<file path="src/rtl/seven_segment_pkg.sv">
// Shared definitions for the 7-segment read-back path: active-low glyph
// patterns (bit0=a .. bit6=g) and the stability FSM encoding.
package seven_segment_pkg;

    localparam logic [6:0] SEG_0     = 7'h40;
    localparam logic [6:0] SEG_1     = 7'h79;
    localparam logic [6:0] SEG_2     = 7'h24;
    localparam logic [6:0] SEG_3     = 7'h30;
    localparam logic [6:0] SEG_4     = 7'h19;
    localparam logic [6:0] SEG_5     = 7'h12;
    localparam logic [6:0] SEG_6     = 7'h02;
    localparam logic [6:0] SEG_7     = 7'h78;
    localparam logic [6:0] SEG_8     = 7'h00;
    localparam logic [6:0] SEG_9     = 7'h10;
    localparam logic [6:0] SEG_A     = 7'h08;
    localparam logic [6:0] SEG_B     = 7'h03;
    localparam logic [6:0] SEG_C     = 7'h46;
    localparam logic [6:0] SEG_D     = 7'h21;
    localparam logic [6:0] SEG_E     = 7'h06;
    localparam logic [6:0] SEG_F     = 7'h0E;
    localparam logic [6:0] SEG_BLANK = 7'h7F;

    typedef enum logic {
        SETTLE = 1'b0,
        STABLE = 1'b1
    } state_t;

endpackage

</file>
<file path="src/rtl/seven_segment_lookup.sv">
// Combinational reverse glyph lookup: active-low segment pattern to hex code,
// with hex-glyph and all-off classification.
module seven_segment_lookup
    import seven_segment_pkg::*;
(
    input  logic [6:0] pattern,
    output logic [3:0] code,
    output logic       is_hex,
    output logic       is_blank
);

    always_comb begin
        // NOTE: every output gets a default before the case so no path can infer a latch.
        code     = 4'h0;
        is_hex   = 1'b1;
        is_blank = 1'b0;
        case (pattern)
            SEG_0: code = 4'h0;
            SEG_1: code = 4'h1;
            SEG_2: code = 4'h2;
            SEG_3: code = 4'h3;
            SEG_4: code = 4'h4;
            SEG_5: code = 4'h5;
            SEG_6: code = 4'h6;
            SEG_7: code = 4'h7;
            SEG_8: code = 4'h8;
            SEG_9: code = 4'h9;
            SEG_A: code = 4'hA;
            SEG_B: code = 4'hB;
            SEG_C: code = 4'hC;
            SEG_D: code = 4'hD;
            SEG_E: code = 4'hE;
            SEG_F: code = 4'hF;
            SEG_BLANK: begin
                is_hex   = 1'b0;
                is_blank = 1'b1;
            end
            default: is_hex = 1'b0;
        endcase
    end

endmodule

</file>
<file path="src/rtl/seven_segment_encoder.sv">
// Samples an asynchronous active-low 7-segment bus, debounces it and recovers
// the displayed hex digit; each newly settled pattern is offered as an event.
module seven_segment_encoder
    import seven_segment_pkg::*;
#(
    parameter int STABLE_CYCLES = 4
) (
    input  logic       clock,
    input  logic       reset,
    input  logic [6:0] seg_in,
    input  logic       ev_ready,
    input  logic       clr_overrun,
    output logic [3:0] hex_out,
    output logic       hex_valid,
    output logic       blank,
    output logic       invalid,
    output logic       locked,
    output logic       ev_valid,
    output logic [3:0] ev_code,
    output logic       ev_blank,
    output logic       ev_invalid,
    output logic       overrun
);

    localparam int             CNT_W    = $clog2(STABLE_CYCLES + 1);
    localparam logic [CNT_W-1:0] CNT_LAST = CNT_W'(STABLE_CYCLES - 1);

    logic [6:0]       s1, seg_s;
    logic [6:0]       cand, cand_n;
    logic [6:0]       committed;
    logic [CNT_W-1:0] cnt, cnt_n;
    state_t           state, state_n;
    logic             do_commit;

    logic [3:0]       lk_code;
    logic             lk_is_hex, lk_is_blank;
    logic [3:0]       new_code;
    logic             new_invalid;

    always_ff @(posedge clock or posedge reset) begin
        if (reset) begin
            s1    <= SEG_BLANK;
            seg_s <= SEG_BLANK;
        end else begin
            // NOTE: non-blocking so s1 and seg_s form a true two-stage synchroniser.
            s1    <= seg_in;
            seg_s <= s1;
        end
    end

    always_ff @(posedge clock or posedge reset) begin
        if (reset) begin
            state <= SETTLE;
            cnt   <= '0;
            cand  <= SEG_BLANK;
        end else begin
            state <= state_n;
            cnt   <= cnt_n;
            cand  <= cand_n;
        end
    end

    // A glitch that settles back onto the committed pattern relocks silently.
    always_comb begin
        state_n   = state;
        cnt_n     = cnt;
        cand_n    = cand;
        do_commit = 1'b0;
        if (seg_s != cand) begin
            cand_n  = seg_s;
            cnt_n   = CNT_W'(1);
            state_n = SETTLE;
        end else if (state == SETTLE) begin
            if (cnt == CNT_LAST) begin
                state_n   = STABLE;
                do_commit = (cand != committed);
            end else begin
                cnt_n = cnt + 1'b1;
            end
        end
    end

    assign locked = (state == STABLE);

    seven_segment_lookup u_lookup (
        .pattern  (cand),
        .code     (lk_code),
        .is_hex   (lk_is_hex),
        .is_blank (lk_is_blank)
    );

    assign new_code    = lk_is_hex ? lk_code : 4'h0;
    assign new_invalid = !lk_is_hex && !lk_is_blank;

    always_ff @(posedge clock or posedge reset) begin
        if (reset) begin
            committed <= SEG_BLANK;
            hex_out   <= 4'h0;
            hex_valid <= 1'b0;
            blank     <= 1'b1;
            invalid   <= 1'b0;
        end else if (do_commit) begin
            committed <= cand;
            hex_out   <= new_code;
            hex_valid <= lk_is_hex;
            blank     <= lk_is_blank;
            invalid   <= new_invalid;
        end
    end

    // One-deep event buffer: accept and refill may share an edge; a commit
    // that finds the buffer blocked is dropped and flagged.
    always_ff @(posedge clock or posedge reset) begin
        if (reset) begin
            ev_valid   <= 1'b0;
            ev_code    <= 4'h0;
            ev_blank   <= 1'b0;
            ev_invalid <= 1'b0;
            overrun    <= 1'b0;
        end else begin
            if (do_commit && (!ev_valid || ev_ready)) begin
                ev_valid   <= 1'b1;
                ev_code    <= new_code;
                ev_blank   <= lk_is_blank;
                ev_invalid <= new_invalid;
            end else if (ev_valid && ev_ready) begin
                ev_valid <= 1'b0;
            end

            if (do_commit && ev_valid && !ev_ready) begin
                overrun <= 1'b1;
            end else if (clr_overrun) begin
                overrun <= 1'b0;
            end
        end
    end

endmodule

</file>
<file path="config.mk">
export PLATFORM = sky130hd
export DESIGN_NAME = seven_segment_encoder
export DESIGN_NICKNAME = d
export VERILOG_FILES = /design/src/rtl/seven_segment_pkg.sv /design/src/rtl/seven_segment_lookup.sv /design/src/rtl/seven_segment_encoder.sv
export SDC_FILE = /design/constraint.sdc
export NUM_CORES = 1
export LEC_CHECK = 0
export CORE_MARGIN = 4
export CORE_UTILIZATION = 59
export DETAILED_ROUTE_END_ITERATION = 7
export PLACE_DENSITY_LB_ADDON = 0.12
export SLEW_MARGIN = 25
export SYNTH_ARGS = -nofsm -noshare
export SYNTH_HDL_FRONTEND = slang
export SYNTH_SLANG_ARGS = --single-unit
</file>
<file path="constraint.sdc">
create_clock -name clock -period 4.53 [get_ports clock]
set_input_delay 0.6795 -clock clock [delete_from_list [all_inputs] [get_ports clock]]
set_output_delay 0.6795 -clock clock [all_outputs]
set_load 0.1 [all_outputs]
</file>
==> results of run 1 <==
[where the power goes]
| group | leakage (nW) | internal [mW] | switching [mW] |
|---|---|---|---|
| clock network | 0.0612 | 0.178 | 0.130 |
| registers | 0.524 | 0.439 | 0.0198 |
| logic | 0.471 | 0.0255 | 0.0273 |
[area by class of cell]
class                   instances  area share
flip-flops and latches         47       0.469
clock inverters                 2      0.0136
multi-input cells             123       0.354
repair buffers                 27       0.104
inverters                       3     0.00436
well taps                      48      0.0232
clock buffers                   6      0.0320
[logic make-up (layout without fill, tap and decap cells)]
family	count (synthesis)	count (layout)	share of synthesized area
xor+xnor	15	15	0.0573
buf+inv	25	38	0.0715
mux	10	10	0.0508
simple gates	61	61	0.171
fa+ha+maj	2	2	0.0109
compound gates	35	35	0.109
flops	47	47	0.529
[cells in the mapped netlist, drive strengths merged (2+ instances only)]
cell,instances,area (um2)
nor3b,5,53.8
and3,2,12.5
a21boi,2,26.3
nand2b,2,20.0
a21oi,5,25.0
clkbuf,7,26.3
a211oi,2,15.0
ha,2,25.0
nor2,10,37.5
mux2,10,116
a31oi,3,18.8
o21ai,14,88.8
nor4b,2,30.0
inv,3,11.3
dfrtp,18,450
nand4,3,18.8
xnor2,8,70.1
xor2,7,61.3
o211ai,2,20.0
nor3,3,20.0
buf,15,126
nor2b,2,12.5
nand2,22,95.1
dfstp,29,762
nand3b,3,26.3
[flip-flops by register name (all words and copies together) (netlist names), 3 cells and up]
name,cells
cnt,3
hex_out,4
ev_code,4
committed,7
s1,7
cand,7
seg_s,7
[cells in the final DEF, fill, tap and decap left out, types with 3 or more instances in the layout]
| cell type | count |
|---|---|
| sky130_fd_sc_hd__a21oi_1 | 5 |
| sky130_fd_sc_hd__a31oi_1 | 3 |
| sky130_fd_sc_hd__clkbuf_8 | 6 |
| sky130_fd_sc_hd__clkdlybuf4s50_1 | 26 |
| sky130_fd_sc_hd__dfrtp_1 | 18 |
| sky130_fd_sc_hd__dfstp_2 | 29 |
| sky130_fd_sc_hd__mux2_2 | 8 |
| sky130_fd_sc_hd__nand2_1 | 17 |
| sky130_fd_sc_hd__nand2_2 | 5 |
| sky130_fd_sc_hd__nand4_1 | 3 |
| sky130_fd_sc_hd__nor2_1 | 10 |
| sky130_fd_sc_hd__nor3b_1 | 3 |
| sky130_fd_sc_hd__o21ai_0 | 8 |
| sky130_fd_sc_hd__o21ai_2 | 5 |
| sky130_fd_sc_hd__xnor2_1 | 8 |
| sky130_fd_sc_hd__xor2_1 | 7 |
[worst max-delay path by stage]
stage | depth (start not counted) | slack, ns | from | to
floorplan | 6 | 2.51 | locked$_DFF_PP0_ | ev_invalid$_DFFE_PP0P_
global placement | 5 | 2.07 | cand[4]$_DFFE_PP1P_ | ev_invalid$_DFFE_PP0P_
detailed placement | 5 | 1.96 | cand[4]$_DFFE_PP1P_ | ev_invalid$_DFFE_PP0P_
CTS | 1 | 1.88 | blank$_DFFE_PP1P_ | blank
global route | 5 | 1.78 | cand[4]$_DFFE_PP1P_ | ev_invalid$_DFFE_PP0P_
finish | 1 | 1.89 | blank$_DFFE_PP1P_ | blank
[stage by stage]
| step | std cells | utilization | hold WS [ns] |
|---|---|---|---|
| global route | 256 | 0.695 | 0.366 |
| floorplan | 195 | - | 0.345 |
| global placement | 248 | 0.664 | 0.346 |
| CTS | 256 | 0.695 | 0.362 |
| detailed placement | 248 | 0.664 | 0.350 |
| finish | 256 | 0.695 | 0.359 |
[routing by layer]
metal  GRT usage  vias up  share of wire
met1       0.227      671           0.44
met2       0.285       33           0.50
met5           0        -              0
met4      0.0617        0          0.016
met3      0.0590        8          0.046
li1            -      685              -
==> impl_results.html, run 1 <==
<table>
<tr><th>Metric</th><th>Value</th></tr>
<tr><th colspan="2">Routing</th></tr>
<tr><td>Average routed wire per standard cell</td><td>15.6 um</td></tr>
<tr><td>DRC violations left</td><td>0</td></tr>
<tr><td>Antenna-violating nets left</td><td>0</td></tr>
<tr><td>Sum of routed wire length over all layers</td><td>3.99 mm</td></tr>
<tr><td>Number of violations reported at the end of detailed-routing iteration 0</td><td>114</td></tr>
<tr><td>Via-per-instance ratio</td><td>5.46</td></tr>
<tr><td>Number of detailed-routing iterations run before antenna repair</td><td>4</td></tr>
<tr><td>Vias post-DR</td><td>1397</td></tr>
<tr><th colspan="2">Worst setup path</th></tr>
<tr><td>Largest fanout on the critical path</td><td>2</td></tr>
<tr><td>CP Data Required Time</td><td>3.85 ns</td></tr>
<tr><td>Kind of critical path</td><td>flop to output pin</td></tr>
<tr><td>Delay contributed by the slowest stage of the critical path</td><td>1.13 ns</td></tr>
<tr><td>Internal reg-to-reg setup slack</td><td>1.97 ns</td></tr>
<tr><td>Origin of the critical flop-to-flop path</td><td>cand[4]$_DFFE_PP1P_</td></tr>
<tr><td>Kind of cell adding the most delay to the critical path</td><td>buffers and inverters</td></tr>
<tr><td>Master of the slowest instance on the critical path</td><td>sky130_fd_sc_hd__clkdlybuf4s50_1</td></tr>
<tr><td>Startpoint Class</td><td>flop</td></tr>
<tr><td>Number of buffers and inverters on the critical path</td><td>1</td></tr>
<tr><td>Crit path DAT</td><td>1.96 ns</td></tr>
<tr><td>End of the worst register-to-register path</td><td>ev_invalid$_DFFE_PP0P_</td></tr>
<tr><td>CP endpoint kind</td><td>output pin</td></tr>
<tr><td>Critical-path cell list</td><td>clkdlybuf4s50_1</td></tr>
<tr><td>Worst r2r path cells</td><td>5</td></tr>
<tr><th colspan="2">Synth</th></tr>
<tr><td>Fraction of synthesis flops using an asynchronous set or reset pin</td><td>1.00</td></tr>
<tr><td>Library cells used by synthesis</td><td>53</td></tr>
<tr><td>Number of register bits inferred by synthesis</td><td>47</td></tr>
<tr><td>Avg Inst Size Synth</td><td>11.7 um2</td></tr>
<tr><td>Net Count, Synth</td><td>208</td></tr>
<tr><td>Ys flop type</td><td>sky130_fd_sc_hd__dfstp_2</td></tr>
<tr><td>Synth warnings</td><td>0</td></tr>
<tr><td>Part of the Yosys area used for sequential elements</td><td>0.529</td></tr>
<tr><td>Netlist area before placement</td><td>2290 um2</td></tr>
<tr><td>Number of enable flip-flop cells after synthesis</td><td>0</td></tr>
<tr><td>Post-Synthesis Cells</td><td>195</td></tr>
<tr><th colspan="2">Job</th></tr>
<tr><td>Max-cap violation count</td><td>0</td></tr>
<tr><th colspan="2">Clocking</th></tr>
<tr><td>Number of buffers inserted to repair setup after CTS</td><td>0</td></tr>
<tr><td>Hold_buf cts</td><td>0</td></tr>
<tr><td>Root buffer cell</td><td>sky130_fd_sc_hd__clkbuf_8</td></tr>
<tr><td>Latest clock arrival within the worst-skew pair</td><td>0.30 ns</td></tr>
<tr><td>Worst-path clk slew</td><td>0.08 ns</td></tr>
<tr><td>Maximum buffer depth of the clock tree</td><td>2</td></tr>
<tr><td>Post-cts repair resize count</td><td>0</td></tr>
<tr><td>Number of buffers created by CTS</td><td>5</td></tr>
<tr><td>Clock tree sinks</td><td>47</td></tr>
<tr><td>TritonCTS clock tree</td><td>done</td></tr>
<tr><td>Htree depth</td><td>2</td></tr>
<tr><th colspan="2">Timing</th></tr>
<tr><td>Transition time of the tightest slew-check pin</td><td>0.980 ns</td></tr>
<tr><td>Min cycle time layout</td><td>2.64 ns</td></tr>
<tr><td>Normalized max-slew margin</td><td>0.344</td></tr>
<tr><td>Max Clock Skew</td><td>0.00880 ns</td></tr>
<tr><td>Setup violations, final</td><td>0</td></tr>
<tr><td>Worst-case setup margin in the final layout</td><td>1.89 ns</td></tr>
<tr><td>Final setup TNS</td><td>0 ns</td></tr>
<tr><td>Final-report max-slew violation count</td><td>0</td></tr>
<tr><td>Period Utilization, post-route</td><td>0.582</td></tr>
<tr><td>Setup repair after global routing missed its margin</td><td>false</td></tr>
<tr><td>Number of hold violations in the final report</td><td>0</td></tr>
<tr><td>Maximum clock rate</td><td>379 MHz</td></tr>
<tr><th colspan="2">Worst hold path</th></tr>
<tr><td>Worst min-delay path class</td><td>flop to flop</td></tr>
<tr><td>Hold Startpoint</td><td>s1[2]$_DFF_PP1_</td></tr>
<tr><td>Number of stages on the worst hold path</td><td>0</td></tr>
<tr><td>Destination of the worst hold path</td><td>seg_s[2]$_DFF_PP1_</td></tr>
<tr><th colspan="2">Run status</th></tr>
<tr><td>Outcome</td><td>finished, final reports clean</td></tr>
<tr><th colspan="2">Placed design</th></tr>
<tr><td>Area after detailed placement</td><td>2470 um2</td></tr>
<tr><td># port buffers</td><td>26</td></tr>
<tr><td>Setup Slack @ Placement</td><td>1.96 ns</td></tr>
<tr><td>Dpl hpwl</td><td>2.87 mm</td></tr>
<tr><td>Routability congestion estimate from global placement</td><td>0.856</td></tr>
<tr><th colspan="2">Die</th></tr>
<tr><td>Die width</td><td>70.3 um</td></tr>
<tr><td>I/O pin count</td><td>27</td></tr>
<tr><td>Full die area</td><td>4940 um2</td></tr>
<tr><td>Core region area</td><td>3720 um2</td></tr>
<tr><td>Die outline height</td><td>70.3 um</td></tr>
<tr><td>Standard-cell row count</td><td>22</td></tr>
<tr><td>Initial cell density of the core</td><td>0.616</td></tr>
<tr><th colspan="2">Global route</th></tr>
<tr><td>First-pass GRT wire length</td><td>6.91 mm</td></tr>
<tr><td>Number of antenna violations at the first check in global routing</td><td>0</td></tr>
<tr><td>Sum of overflow across all layers after global routing</td><td>0</td></tr>
<tr><td>Maximum number of pins on one net before global-route repair</td><td>48</td></tr>
<tr><td>GRT Util Overall</td><td>0.179</td></tr>
<tr><td>Via count of the first global-routing pass</td><td>1431</td></tr>
<tr><th colspan="2">Layout</th></tr>
<tr><td>Antenna cells</td><td>0</td></tr>
<tr><td>Fraction of final layout cells with drive strength greater than 1</td><td>0.337</td></tr>
<tr><td>Filler Cell Count</td><td>278</td></tr>
<tr><td>Footprint of the multi-input gates</td><td>915 um2</td></tr>
<tr><td>Sequential standard cell area</td><td>1210 um2</td></tr>
<tr><td>Area Overhead vs Synth</td><td>12.8%</td></tr>
<tr><td>Post-route cell area</td><td>2580 um2</td></tr>
<tr><td>Number of nets in the final layout</td><td>220</td></tr>
<tr><th colspan="2">Pwr</th></tr>
<tr><td>Post-layout power</td><td>820 uW</td></tr>
<tr><td>Worst vdd rail ir drop</td><td>275 uV</td></tr>
<tr><td>Static Leak</td><td>1.06 nW</td></tr>
<tr><td>Power per standard cell area</td><td>317 nW/um2</td></tr>
</table>
Power figures use the tool's default switching activity.
==> run 2, diff against run 1 <==
- CORE_UTILIZATION: 59 -> 50
- clock period: 4.53 -> 2.2 ns (I/O delays scaled with it)
==> run 2 against run 1 <==
Routed wire length fell by 0.55%; sequential power increased by 110%; critical path depth rose by 4; clock power increased by 60%; sequential share of layout area barely moved; worst hold slack got worse by 0.0065 ns; first-iteration DRC count rose by 9.6%; register-to-register slack got worse by 1.8 ns; non-clock buffer count increased by 8; die area rose by 16%; count of clock-buffer cells in the layout is 1 higher; utilization is 11 points lower; critical endpoint is now ev_invalid$_DFFE_PP0P_; largest cell class unchanged; largest power group unchanged.
==> impl_results.html, run 2 (same netlist as run 1, synthesis figures left out) <==
<table>
<tr><th>Metric</th><th>Value</th></tr>
<tr><th colspan="2">Worst setup path</th></tr>
<tr><td>Origin of the critical flop-to-flop path</td><td>cand[4]$_DFFE_PP1P_</td></tr>
<tr><td>Crit path DAT</td><td>2.23 ns</td></tr>
<tr><td>Largest fanout on the critical path</td><td>17</td></tr>
<tr><td>CP Data Required Time</td><td>2.39 ns</td></tr>
<tr><td>Delay contributed by the slowest stage of the critical path</td><td>0.75 ns</td></tr>
<tr><td>Critical-path cell list</td><td>xor2_1 &gt; nor4_2 &gt; a211o_1 &gt; nand2b_4 &gt; mux2_4</td></tr>
<tr><td>Startpoint Class</td><td>flop</td></tr>
<tr><td>CP endpoint kind</td><td>flop</td></tr>
<tr><td>Internal reg-to-reg setup slack</td><td>0.16 ns</td></tr>
<tr><td>Kind of critical path</td><td>flop to flop</td></tr>
<tr><td>Master of the slowest instance on the critical path</td><td>sky130_fd_sc_hd__dfstp_2</td></tr>
<tr><td>End of the worst register-to-register path</td><td>ev_invalid$_DFFE_PP0P_</td></tr>
<tr><td>Worst r2r path cells</td><td>5</td></tr>
<tr><th colspan="2">Global route</th></tr>
<tr><td>Sum of overflow across all layers after global routing</td><td>0</td></tr>
<tr><td>First-pass GRT wire length</td><td>6.78 mm</td></tr>
<tr><td>Via count of the first global-routing pass</td><td>1454</td></tr>
<tr><td>Number of antenna violations at the first check in global routing</td><td>0</td></tr>
<tr><td>GRT Util Overall</td><td>0.160</td></tr>
<tr><td>Maximum number of pins on one net before global-route repair</td><td>22</td></tr>
<tr><th colspan="2">Die</th></tr>
<tr><td>Standard-cell row count</td><td>24</td></tr>
<tr><td>Die width</td><td>75.7 um</td></tr>
<tr><td>Die outline height</td><td>75.7 um</td></tr>
<tr><td>I/O pin count</td><td>27</td></tr>
<tr><td>Initial cell density of the core</td><td>0.523</td></tr>
<tr><td>Full die area</td><td>5730 um2</td></tr>
<tr><td>Core region area</td><td>4380 um2</td></tr>
<tr><th colspan="2">Timing</th></tr>
<tr><td>Setup violations, final</td><td>0</td></tr>
<tr><td>Period Utilization, post-route</td><td>0.926</td></tr>
<tr><td>Normalized max-slew margin</td><td>0.549</td></tr>
<tr><td>Setup repair after global routing missed its margin</td><td>false</td></tr>
<tr><td>Final setup TNS</td><td>0 ns</td></tr>
<tr><td>Final-report max-slew violation count</td><td>0</td></tr>
<tr><td>Number of hold violations in the final report</td><td>0</td></tr>
<tr><td>Worst hold slack after final layout</td><td>0.353 ns</td></tr>
<tr><td>Maximum clock rate</td><td>491 MHz</td></tr>
<tr><td>Min cycle time layout</td><td>2.04 ns</td></tr>
<tr><td>Transition time of the tightest slew-check pin</td><td>0.672 ns</td></tr>
<tr><td>Max Clock Skew</td><td>0.00890 ns</td></tr>
<tr><th colspan="2">Layout</th></tr>
<tr><td>Final core area utilization</td><td>0.590</td></tr>
<tr><td>Commonest cells after routing, fill and taps aside</td><td>sky130_fd_sc_hd__dfstp_2 (29), sky130_fd_sc_hd__buf_4 (24), sky130_fd_sc_hd__dfrtp_1 (18)</td></tr>
<tr><td>Most common cell after layout, fill and taps aside</td><td>sky130_fd_sc_hd__dfstp_2</td></tr>
<tr><td>Fraction of final layout cells with drive strength greater than 1</td><td>0.426</td></tr>
<tr><td>Antenna cells</td><td>0</td></tr>
<tr><td>Area Overhead vs Synth</td><td>12.8%</td></tr>
<tr><td>Number of nets in the final layout</td><td>228</td></tr>
<tr><th colspan="2">Pwr</th></tr>
<tr><td>Worst vdd rail ir drop</td><td>446 uV</td></tr>
<tr><td>Power per standard cell area</td><td>602 nW/um2</td></tr>
<tr><td>Static Leak</td><td>1.10 nW</td></tr>
<tr><td>Post-layout power</td><td>1.56 mW</td></tr>
<tr><th colspan="2">Routing</th></tr>
<tr><td>Average routed wire per standard cell</td><td>14.8 um</td></tr>
<tr><td>Antenna-violating nets left</td><td>0</td></tr>
<tr><td>Number of detailed-routing iterations run before antenna repair</td><td>4</td></tr>
<tr><td>DRC violations left</td><td>0</td></tr>
<tr><td>Via-per-instance ratio</td><td>5.43</td></tr>
<tr><td>Vias post-DR</td><td>1454</td></tr>
<tr><td>Sum of routed wire length over all layers</td><td>3.97 mm</td></tr>
<tr><td>Number of violations reported at the end of detailed-routing iteration 0</td><td>125</td></tr>
<tr><th colspan="2">Worst hold path</th></tr>
<tr><td>Worst min-delay path class</td><td>primary input to async pin</td></tr>
<tr><th colspan="2">Clocking</th></tr>
<tr><td>Number of buffers created by CTS</td><td>5</td></tr>
<tr><td>Root buffer cell</td><td>sky130_fd_sc_hd__clkbuf_8</td></tr>
<tr><td>Worst-path clk slew</td><td>0.09 ns</td></tr>
<tr><td>Post-cts repair resize count</td><td>0</td></tr>
<tr><td>Latest clock arrival within the worst-skew pair</td><td>0.30 ns</td></tr>
<tr><td>Maximum buffer depth of the clock tree</td><td>2</td></tr>
<tr><td>Hold_buf cts</td><td>0</td></tr>
<tr><td>Number of buffers inserted to repair setup after CTS</td><td>0</td></tr>
<tr><td>TritonCTS clock tree</td><td>done</td></tr>
<tr><td>Htree depth</td><td>2</td></tr>
<tr><td>Clock tree sinks</td><td>47</td></tr>
<tr><th colspan="2">Run status</th></tr>
<tr><td>Outcome</td><td>finished, final reports clean</td></tr>
<tr><th colspan="2">Placed design</th></tr>
<tr><td># port buffers</td><td>26</td></tr>
<tr><td>Routability congestion estimate from global placement</td><td>0.805</td></tr>
<tr><td>Dpl hpwl</td><td>2.94 mm</td></tr>
<tr><th colspan="2">Job</th></tr>
<tr><td>Max-cap violation count</td><td>0</td></tr>
</table>
-- run 2: cell count changes in the layout (fill, tap and decap cells not counted), sizes merged --
cell	delta
buf	+24
clkdlybuf4s50	-16
bufinv	-1
clkbuf	+1
-- run 2: cell type report --
cell class	count	area, um2
well taps	52	65.1
repair buffers	35	300
multi-input cells	123	915
inverters	3	11.3
clock inverters	1	5.00
fillers	380	1800
flip-flops and latches	47	1210
clock buffers	7	76.3
-- run 2: through the flow --
| stage | instances | instance area (um2) | setup slack (ns) |
|---|---|---|---|
| after floorplan | 195 | 2290 | 0.175 |
| after global routing | 268 | 2580 | 0.0232 |
| final | 268 | 2580 | 0.163 |
| after detailed placement | 260 | 2500 | 0.156 |
| after CTS | 268 | 2580 | 0.153 |
| after global placement | 260 | 2500 | 0.180 |
-- run 2: worst max-delay path by stage --
stage	start	end	slack (ns)	cells after the start
5_1_grt	cand[4]$_DFFE_PP1P_	ev_invalid$_DFFE_PP0P_	0.02	5
3_3_place_gp	cand[1]$_DFFE_PP1P_	ev_invalid$_DFFE_PP0P_	0.18	6
3_5_place_dp	cand[4]$_DFFE_PP1P_	ev_invalid$_DFFE_PP0P_	0.16	5
4_1_cts	cand[4]$_DFFE_PP1P_	ev_invalid$_DFFE_PP0P_	0.15	5
2_1_floorplan	locked$_DFF_PP0_	ev_invalid$_DFFE_PP0P_	0.18	6
6_report	cand[4]$_DFFE_PP1P_	ev_invalid$_DFFE_PP0P_	0.16	5
-- run 2: power breakdown --
group	total, mW	internal, mW	switching [mW]
logic	0.123	0.0605	0.0628
registers	0.939	0.903	0.0355
clock network	0.494	0.223	0.271
-- run 2: worst max-delay path: cells and delay by family, from the launching register on --
kind            cells  cell delay, ns
compound gates      1            0.19
simple gates        2            0.55
xor+xnor            1            0.13
flops               1            0.75
mux                 1            0.31
-- run 2: per-layer routing --
metal  track usage  routed length, um  up-vias
met5             0                  0        -
met4        0.0796                 98        0
met3        0.0356                125       10
met2         0.248               1990       29
met1         0.212               1750      716
li1              -                  -      699
